File: config.mk
export PLATFORM = sky130hd
export DESIGN_NAME = note_lane_engine_flat
export DESIGN_NICKNAME = d
export VERILOG_FILES = /design/src/rtl/note_lane_if.sv /design/src/rtl/note_lane_engine.sv /design/src/flat_wrapper.sv
export SDC_FILE = /design/constraint.sdc
export NUM_CORES = 1
export LEC_CHECK = 0
export CORE_UTILIZATION = 50
export CTS_CLUSTER_SIZE = 25
export DETAILED_ROUTE_END_ITERATION = 10
export GPL_TIMING_DRIVEN = 0
export PLACE_DENSITY = 0.82
export SLEW_MARGIN = 20
export SYNTH_ARGS = -nofsm -noshare
export SYNTH_HDL_FRONTEND = slang
export SYNTH_SLANG_ARGS = --single-unit
File: constraint.sdc
create_clock -name clk -period 16.85 [get_ports clk]
set_clock_uncertainty 0.1 [all_clocks]
set_input_delay 3.37 -clock clk [delete_from_list [all_inputs] [get_ports clk]]
set_output_delay 3.37 -clock clk [all_outputs]
set_load 0.01 [all_outputs]
File: src/rtl/note_lane_if.sv
// Bus between the lane engine, its chart ROM, the key front-end and the display/score path.
// slave is the engine side; master is whatever drives keys, ticks and the ROM data.
interface note_lane_if #(
    parameter int unsigned LANES   = 4,
    parameter int unsigned ROWS    = 16,
    parameter int unsigned ADDR_W  = 16,
    parameter int unsigned SCORE_W = 32,
    parameter int unsigned CNT_W   = 16
);
    logic                    tick;
    logic                    start;
    logic                    pause;
    logic [LANES-1:0]        key_hit;
    logic [ADDR_W-1:0]       chart_addr;
    logic [LANES-1:0]        chart_data;
    logic [ROWS*LANES-1:0]   field;
    logic [SCORE_W-1:0]      score;
    logic [CNT_W-1:0]        combo;
    logic [CNT_W-1:0]        misses;
    logic [1:0]              state;
    logic                    done;

    modport master (
        output tick, start, pause, key_hit, chart_data,
        input  chart_addr, field, score, combo, misses, state, done
    );

    modport slave (
        input  tick, start, pause, key_hit, chart_data,
        output chart_addr, field, score, combo, misses, state, done
    );
endinterface

File: src/rtl/note_lane_engine.sv
// Scrolls chart rows from a synchronous ROM through a LANES x ROWS playfield,
// grades key hits in the bottom HIT_WIN rows and keeps score, combo and miss counters.
module note_lane_engine #(
    parameter int unsigned LANES     = 4,
    parameter int unsigned ROWS      = 16,
    parameter int unsigned ADDR_W    = 16,
    parameter int unsigned CHART_LEN = 1024,
    parameter int unsigned HIT_WIN   = 2,
    parameter int unsigned SCORE_W   = 32,
    parameter int unsigned CNT_W     = 16
) (
    input  logic       clk,
    input  logic       rst_n,
    note_lane_if.slave bus
);
    localparam int unsigned FW = ROWS * LANES;
    localparam int unsigned HW = $clog2(2 * LANES + 1);
    localparam logic [ADDR_W-1:0] END_ADDR = ADDR_W'(CHART_LEN);

    // PREFETCH reports as IDLE on the state output while the first ROM row is fetched.
    typedef enum logic [2:0] {S_IDLE, S_PREFETCH, S_RUN, S_PAUSE, S_DONE} state_t;

    state_t             state_q, state_d;
    logic [FW-1:0]      field_q, field_d;
    logic [ADDR_W-1:0]  addr_q, addr_d;
    logic [LANES-1:0]   nxt_q;
    logic [SCORE_W-1:0] score_q, score_d;
    logic [CNT_W-1:0]   combo_q, combo_d;
    logic [CNT_W-1:0]   miss_q, miss_d;
    logic [1:0]         code_q, code_d;
    logic               done_q;

    logic [FW-1:0]      cleared;
    logic [FW-1:0]      shifted;
    logic [LANES-1:0]   row_in;
    logic [LANES-1:0]   lost;
    logic               found;
    logic [HW-1:0]      hit_cnt;
    logic [HW-1:0]      pts;
    logic [HW-1:0]      lost_cnt;
    logic [SCORE_W:0]   score_sum;
    logic [CNT_W:0]     combo_sum;
    logic [CNT_W:0]     miss_sum;

    always_comb begin
        cleared = field_q;
        found   = 1'b0;
        hit_cnt = '0;
        pts     = '0;
        // Grade on the pre-shift field so a hit note is never also counted as a miss.
        for (int unsigned l = 0; l < LANES; l++) begin
            found = 1'b0;
            for (int unsigned k = 0; k < HIT_WIN; k++) begin
                if (bus.key_hit[l] && !found && cleared[(ROWS-1-k)*LANES + l]) begin
                    cleared[(ROWS-1-k)*LANES + l] = 1'b0;
                    found   = 1'b1;
                    hit_cnt = hit_cnt + HW'(1);
                    pts     = pts + ((k == 0) ? HW'(2) : HW'(1));
                end
            end
        end

        row_in   = (addr_q < END_ADDR) ? nxt_q : '0;
        shifted  = {cleared[FW-LANES-1:0], row_in};
        lost     = bus.tick ? cleared[FW-1 -: LANES] : '0;
        lost_cnt = '0;
        for (int unsigned l = 0; l < LANES; l++) begin
            lost_cnt = lost_cnt + HW'(lost[l]);
        end

        score_sum = {1'b0, score_q} + (SCORE_W+1)'(pts);
        combo_sum = {1'b0, combo_q} + (CNT_W+1)'(hit_cnt);
        miss_sum  = {1'b0, miss_q} + (CNT_W+1)'(lost_cnt);
    end

    always_comb begin
        state_d = state_q;
        field_d = field_q;
        addr_d  = addr_q;
        score_d = score_q;
        combo_d = combo_q;
        miss_d  = miss_q;

        case (state_q)
            S_PREFETCH: state_d = S_RUN;
            S_PAUSE: begin
                if (!bus.pause) state_d = S_RUN;
            end
            S_RUN: begin
                field_d = bus.tick ? shifted : cleared;
                if (bus.tick && (addr_q < END_ADDR)) addr_d = addr_q + ADDR_W'(1);
                score_d = score_sum[SCORE_W] ? '1 : score_sum[SCORE_W-1:0];
                miss_d  = miss_sum[CNT_W] ? '1 : miss_sum[CNT_W-1:0];
                if (lost_cnt != '0)      combo_d = '0;
                else if (combo_sum[CNT_W]) combo_d = '1;
                else                     combo_d = combo_sum[CNT_W-1:0];
                if (bus.tick && (addr_d == END_ADDR) && (field_d == '0)) state_d = S_DONE;
                else if (bus.pause)                                       state_d = S_PAUSE;
            end
            default: ;
        endcase

        if (bus.start) begin
            state_d = S_PREFETCH;
            field_d = '0;
            addr_d  = '0;
            score_d = '0;
            combo_d = '0;
            miss_d  = '0;
        end
    end

    always_comb begin
        code_d = 2'd0;
        case (state_d)
            S_RUN:   code_d = 2'd1;
            S_PAUSE: code_d = 2'd2;
            S_DONE:  code_d = 2'd3;
            default: code_d = 2'd0;
        endcase
    end

    always_ff @(posedge clk or negedge rst_n) begin
        if (!rst_n) begin
            state_q <= S_IDLE;
            field_q <= '0;
            addr_q  <= '0;
            nxt_q   <= '0;
            score_q <= '0;
            combo_q <= '0;
            miss_q  <= '0;
            code_q  <= 2'd0;
            done_q  <= 1'b0;
        end else begin
            state_q <= state_d;
            field_q <= field_d;
            addr_q  <= addr_d;
            nxt_q   <= bus.chart_data;
            score_q <= score_d;
            combo_q <= combo_d;
            miss_q  <= miss_d;
            code_q  <= code_d;
            done_q  <= (state_d == S_DONE);
        end
    end

    assign bus.chart_addr = addr_q;
    assign bus.field      = field_q;
    assign bus.score      = score_q;
    assign bus.combo      = combo_q;
    assign bus.misses     = miss_q;
    assign bus.state      = code_q;
    assign bus.done       = done_q;
endmodule

File: src/flat_wrapper.sv
// flat-port wrapper written by rule: the top's interface ports become plain ports
module note_lane_engine_flat 
#(
    parameter int unsigned LANES     = 4,
    parameter int unsigned ROWS      = 16,
    parameter int unsigned ADDR_W    = 16,
    parameter int unsigned CHART_LEN = 1024,
    parameter int unsigned HIT_WIN   = 2,
    parameter int unsigned SCORE_W   = 32,
    parameter int unsigned CNT_W     = 16
)
  (clk, rst_n, bus_tick, bus_start, bus_pause, bus_key_hit, bus_chart_data, bus_chart_addr, bus_field, bus_score, bus_combo, bus_misses, bus_state, bus_done);
  note_lane_if #(.LANES(LANES), .ROWS(ROWS), .ADDR_W(ADDR_W), .SCORE_W(SCORE_W), .CNT_W(CNT_W)) bus_i ();
  input  logic clk;
  input  logic rst_n;
  input wire logic [$bits(bus_i.tick)-1:0] bus_tick;
  input wire logic [$bits(bus_i.start)-1:0] bus_start;
  input wire logic [$bits(bus_i.pause)-1:0] bus_pause;
  input wire logic [$bits(bus_i.key_hit)-1:0] bus_key_hit;
  input wire logic [$bits(bus_i.chart_data)-1:0] bus_chart_data;
  output wire logic [$bits(bus_i.chart_addr)-1:0] bus_chart_addr;
  output wire logic [$bits(bus_i.field)-1:0] bus_field;
  output wire logic [$bits(bus_i.score)-1:0] bus_score;
  output wire logic [$bits(bus_i.combo)-1:0] bus_combo;
  output wire logic [$bits(bus_i.misses)-1:0] bus_misses;
  output wire logic [$bits(bus_i.state)-1:0] bus_state;
  output wire logic [$bits(bus_i.done)-1:0] bus_done;
  assign bus_i.tick = bus_tick;
  assign bus_i.start = bus_start;
  assign bus_i.pause = bus_pause;
  assign bus_i.key_hit = bus_key_hit;
  assign bus_i.chart_data = bus_chart_data;
  assign bus_chart_addr = bus_i.chart_addr;
  assign bus_field = bus_i.field;
  assign bus_score = bus_i.score;
  assign bus_combo = bus_i.combo;
  assign bus_misses = bus_i.misses;
  assign bus_state = bus_i.state;
  assign bus_done = bus_i.done;
  note_lane_engine #(.LANES(LANES), .ROWS(ROWS), .ADDR_W(ADDR_W), .CHART_LEN(CHART_LEN), .HIT_WIN(HIT_WIN), .SCORE_W(SCORE_W), .CNT_W(CNT_W)) u_core (.clk(clk), .rst_n(rst_n), .bus(bus_i));
endmodule
[Word-level counts from Yosys, hierarchy flattened]
Cells that the tools add are included.
Word-level totals
  output and inout bits: 147
  RAM bits: 0
  logic and storage cells: 113
  latch bits: 0
  input bits: 13
  ROM bits: 0
  register bits: 154
  memories: 0
Operators by class
  multiply operators: 0
  shift-type cells: 0
  muxes and demuxes: 53
  order comparisons: 1
  reductions and logical operators: 22
  bitwise operators: 0
  eq/ne operators: 7
  $add $sub $neg: 21
  divide/modulo/power cells: 0
Operator list (count)
  64-bit 2-to-1 mux: 3
  16-bit 2-to-1 mux: 11
  32-bit 2-to-1 mux: 3
  64-bit logical NOT: 1
  4-bit 2-to-1 mux: 16
  4-bit by 1-bit adder with 4-bit output (second input constant): 9
  16-bit by 4-bit adder with 17-bit output: 2
  32-bit by 4-bit adder with 33-bit output: 1
  16-bit by 1-bit adder with 16-bit output (second input constant): 1
  16-bit by 11-bit equality test with 1-bit output (second input constant): 1
  16-bit by 11-bit < comparator with 1-bit output (second input constant): 1
  1-bit logical AND: 15
  1-bit 2-to-1 mux: 13
  4-bit by 2-bit adder with 4-bit output (second input constant): 3
  3-bit by 2-bit equality test with 1-bit output (second input constant): 4
  3-bit 2-to-1 mux: 4
  3-bit one-hot mux with 3 select lines: 1
  4-bit by 1-bit adder with 4-bit output: 2
  2-bit one-hot mux with 3 select lines: 1
  1-bit logical NOT: 4
  4-bit nonzero test: 1
  2-bit by 1-bit adder with 3-bit output (second input constant): 1
  3-bit by 1-bit equality test with 1-bit output (second input constant): 1
  3-bit equality test (second input constant): 1
  4 further kinds: 4

[Depth between registers and ports, before layout]
  depth after elaboration: 23
  gate-level depth with buffers: 25
  mapped depth without buffers: 24

[Worst setup path before layout]
OpenSTA, ideal clock, no wires.
  path type: input to register
  start point: input port bus_key_hit[0]
  end point: register u_core.combo_q[14], in the netlist u_core.bus.combo[14]
  stages: 25
  setup time: 0.121 ns
  arrival time: 8.437 ns
  buffers on the path: 1
  setup slack: 8.192 ns
  required time: 16.629 ns
  cells stage by stage: clkbuf_1 > nand2_1 > ha_1 > xnor2_1 > ha_1 > and3b_1 > o21a_1 > xnor2_1 > mux2_2 > ha_1 > or2_0 > a31oi_1 > xnor2_1 > mux2i_1 > ha_1 > nand2_1 > xor2_1 > xnor2_1 > ha_1 > nor2b_1 > o21ai_0 > a2111oi_0 > nand2_1 > o31a_1 > o22a_1
On the way
  cells in the longest elaborated chain, start to end: 23
  elaborated cells on any way between the ends: 31
  classes of those cells: add/sub (11); mux (15); reduce/logical (5)
Ends and longest elaborated chain
  from (decl): RTL line flat_wrapper.sv:19  | input wire logic [$bits(bus_i.key_hit)-1:0] bus_key_hit;
  1-bit logical AND: RTL line note_lane_engine.sv:54  | if (bus.key_hit[l] && !found && cleared[(ROWS-1-k)*LANES + l]) begin
  1-bit 2-to-1 mux: RTL line note_lane_engine.sv:54
  1-bit logical NOT: RTL line note_lane_engine.sv:54
  1-bit logical AND (2 in series): RTL line note_lane_engine.sv:54
  4-bit 2-to-1 mux: RTL line note_lane_engine.sv:54
  4-bit by 1-bit adder with 4-bit output: RTL line note_lane_engine.sv:57  | hit_cnt = hit_cnt + HW'(1);
  4-bit 2-to-1 mux: RTL line note_lane_engine.sv:54
  4-bit by 1-bit adder with 4-bit output: RTL line note_lane_engine.sv:57
  [6 not listed]
  4-bit 2-to-1 mux: RTL line note_lane_engine.sv:54
  4-bit by 1-bit adder with 4-bit output: RTL line note_lane_engine.sv:57
  4-bit 2-to-1 mux: RTL line note_lane_engine.sv:54
  16-bit by 4-bit adder with 17-bit output: RTL line note_lane_engine.sv:72  | combo_sum = {1'b0, combo_q} + (CNT_W+1)'(hit_cnt);
  16-bit 2-to-1 mux: RTL line note_lane_engine.sv:95  | else if (combo_sum[CNT_W]) combo_d = '1;
  16-bit 2-to-1 mux *: RTL line note_lane_engine.sv:94  | if (lost_cnt != '0) combo_d = '0;
  16-bit 2-to-1 mux *: RTL line note_lane_engine.sv:84  | case (state_q)
  16-bit 2-to-1 mux *: RTL line note_lane_engine.sv:103  | if (bus.start) begin
  to (signal assigned): RTL line note_lane_engine.sv:140  | combo_q <= combo_d;
  to (decl): RTL line note_lane_engine.sv:28  | logic [CNT_W-1:0] combo_q, combo_d;
Mark *: on every way between the ends. The rest lies on a longest branch, timed or not. The select of a mux whose other input is x is not followed.
A chain may end at the register's enable or synchronous reset.

[Worst setup path in the final report]
  start point: input port bus_key_hit[0]
  end point: register u_core.combo_q[10], in the netlist u_core.bus.combo[10]
Same word-level chain as after synthesis.

==> out/results.txt <==
Status = complete, no violations
DP Cell Count = 1467
GRT Util Overall = 30.2%
Diodes inserted = 0
Detailed placement HPWL = 20100 um
Worst-Margin Slew = 0.900 ns
Syn Area/Cell = 8.52 sq um
CP Launch Type = primary input
Placed inst area = 11100 sq um
Clock Latency Late Sink = 0.44 ns
Post-CTS setup buffer count = 0
Maxcap violations = 0
Fin area = 11700 sq um
Multiplexer area fraction after synthesis = 1.89%
Largest net degree at the start of global routing = 93
Synth Area in Adders = 4.14%
Compound-Gate Fraction of Synth Area = 17.7%
DRT Pass-1 Iters = 5
I/O pin cnt = 160
Post-synthesis sequential area ratio = 41.9%
Routed len/inst = 18.6 um
Final ANT Viol Nets = 0
Worst hold path class = flip-flop to flip-flop
Placer congestion estimate = 0.935
Netlist cell types = 77
Vias in the first global route = 8569
Synthesis Warnings = 0
Fin. Hold Viols = 0
Final setup vio count = 0
Non-Filler Instances = 1497
Slew HR = 39.6%
First-pass GRT wire length = 44000 um
Row count = 49
FMAX = 109 MHz
Worst Path Max Fanout = 10
Clk slew on worst S/H paths = 0.06 ns
WL final = 27900 um
Data arrival time of the critical path = 9.41 ns
Max VDD drop = 0.0781 mV
Main synth FF type = dfrtp_1
Fillers = 1530
Number of synthesized flops with an enable pin = 0
Die Span Y = 138 um
Post-CTS sizing = 0
CP Class = primary input to flip-flop
Synthesized area = 9200 sq um
Vias/cell = 6.17
Slew Limit Fails = 0
Pwr/cell area = 69.7 nW/um^2
Post-Route Utilization = 64.7%
P&R area growth vs syn = 26.7%
Final net count = 1298
Initial antenna violation count = 0
Initial core utilization = 51.0%
Setup tns final = 0 ns
FFs w/ async S/R, synth = 100%
Largest family of logic cells by synthesized area = simple AND/OR/NAND/NOR gates
Post-CTS Hold Buffers = 0
Syn Inst Count = 1080
Die area = 18900 sq um
Final min period = 9.17 ns
Period utilization = 54.4%
DRT iter0 DRCs = 807
Clock sinks = 154
Root Driver = clkbuf_16
PortBufs = 157
Total gr overflow = 0
Post-Syn Nets = 1121
Simple-Gate Fraction of Synth Area = 27.1%
Leak Pwr = 4.69 nW
Share of cells above drive strength 1 = 4.50%
Via count = 9237
Clock buffer depth = 2
Core ar. = 18000 sq um
CTS tree = yes
Register bit count reported by yosys = 154
Die X = 138 um
Crit path capture type = flip-flop
# DRC = 0
CTS Buf Count = 17
Post-Synth XOR/XNOR Area = 3.52%
Worst Path Required = 17.09 ns
Smallest hold slack = 0.415 ns
CTS H-tree lvls = 4
RSZ-0062 raised after global routing = no
-- where the power goes --
part	internal (mW)	leakage (nW)	switching, mW	total [mW]
sequential	0.373	2.13	0.00367	0.376
combinational	0.0192	2.28	0.0414	0.0606
clock	0.219	0.278	0.156	0.376
total	0.611	4.69	0.201	0.813
-- critical path, cell delays in order --
cell	delay, ns
clkbuf_1	0.31
nand2_1	0.19
ha_1	0.41
xnor2_1	0.16
ha_1	0.31
and3b_1	0.20
o21a_1	0.21
xnor2_1	0.16
mux2_2	0.28
ha_1	0.26
or2_0	0.22
a31oi_1	0.22
xnor2_1	0.09
mux2i_1	0.22
ha_1	0.19
nand2_1	0.07
xor2_1	0.15
xnor2_1	0.14
ha_1	0.33
nor2b_1	0.14
o21ai_0	0.19
a2111o_1	0.52
nor3_1	0.75
o21ai_0	0.20
o21ai_0	0.12
-- worst paths after layout --
kind / startpoint / to / slack [ns] / depth (start not counted)
min in group asynchronous: rst_n / u_core.bus.score[10] / 2.75 / 1
max in group asynchronous: rst_n / u_core.bus.field[1] / 13.05 / 2
worst max register to register: u_core.bus.field[60] / u_core.bus.combo[10] / 10.20 / 25
worst min-delay path: u_core.bus.combo[0] / u_core.bus.combo[0] / 0.42 / 2
worst min register to register: u_core.bus.combo[0] / u_core.bus.combo[0] / 0.42 / 2
worst max-delay path: bus_key_hit[0] / u_core.bus.combo[10] / 7.68 / 25
-- flip-flops by register name (all words and copies together), names as in the netlist --
name,flops
u_core.bus.combo,16
u_core.bus.state,2
u_core.nxt_q,4
u_core.bus.done,1
u_core.state_q,3
u_core.bus.field,64
u_core.bus.misses,16
u_core.bus.score,32
u_core.bus.chart_addr,16
-- final cells by class --
type	count	area (sq um)	area share, %
buffer	64	253	2.17
clock buffer	18	439	3.77
clock inverter	12	126	1.08
inverter	25	93.8	0.805
multi-input combinational	837	5000	42.9
sequential	154	3850	33.1
tap	229	287	2.46
timing repair buffer	158	1600	13.8
-- cell usage in the layout (no fill, tap or decap), types with 14 or more instances in the layout --
cell type / n
ha_1: 24
a211oi_1: 16
xor2_1: 14
nor2_1: 104
nand3_1: 30
nor2b_1: 16
dfrtp_1: 154
inv_1: 23
nand4_1: 22
xnor2_1: 23
nand2_1: 172
a21oi_1: 94
o21ai_0: 49
clkdlybuf4s50_1: 156
and4_1: 18
nor4_1: 19
mux2i_1: 14
nor3_1: 44
clkbuf_1: 57
clkbuf_16: 17
-- synthesized netlist by cell type (18+ instances only) --
cell type | instances | area (sq um)
nor2_1 | 104 | 390
o21ai_0 | 49 | 245
dfrtp_1 | 154 | 3850
and4_1 | 18 | 158
xnor2_1 | 23 | 201
nor4_1 | 19 | 119
clkbuf_1 | 57 | 214
nand3_1 | 30 | 150
ha_1 | 24 | 300
a21oi_1 | 94 | 470
nor3_1 | 44 | 220
nand2_1 | 172 | 646
nand4_1 | 22 | 138
inv_1 | 23 | 86.3
-- through the flow --
stage               total power, mW  worst slack, ns
finish                        0.813             7.68
global placement              0.441             6.09
global route                  0.835             7.27
detailed placement            0.443             7.34
floorplan                     0.414             8.19
CTS                           0.813             7.76
-- logic make-up after synthesis --
family,count (synthesis)
compound gates,254
flops,154
xor+xnor,37
simple gates,501
mux,17
buf+inv,89
fa+ha+maj,28
-- routing by layer --
layer	GRT usage, %	vias up	part of all wire, %
met3	5.96	72	8.5
met2	48.0	500	46
li1	-	4251	-
met1	39.8	4414	41
met4	13.1	0	3.6
met5	0	-	0
(Power assumes the default switching activity.)
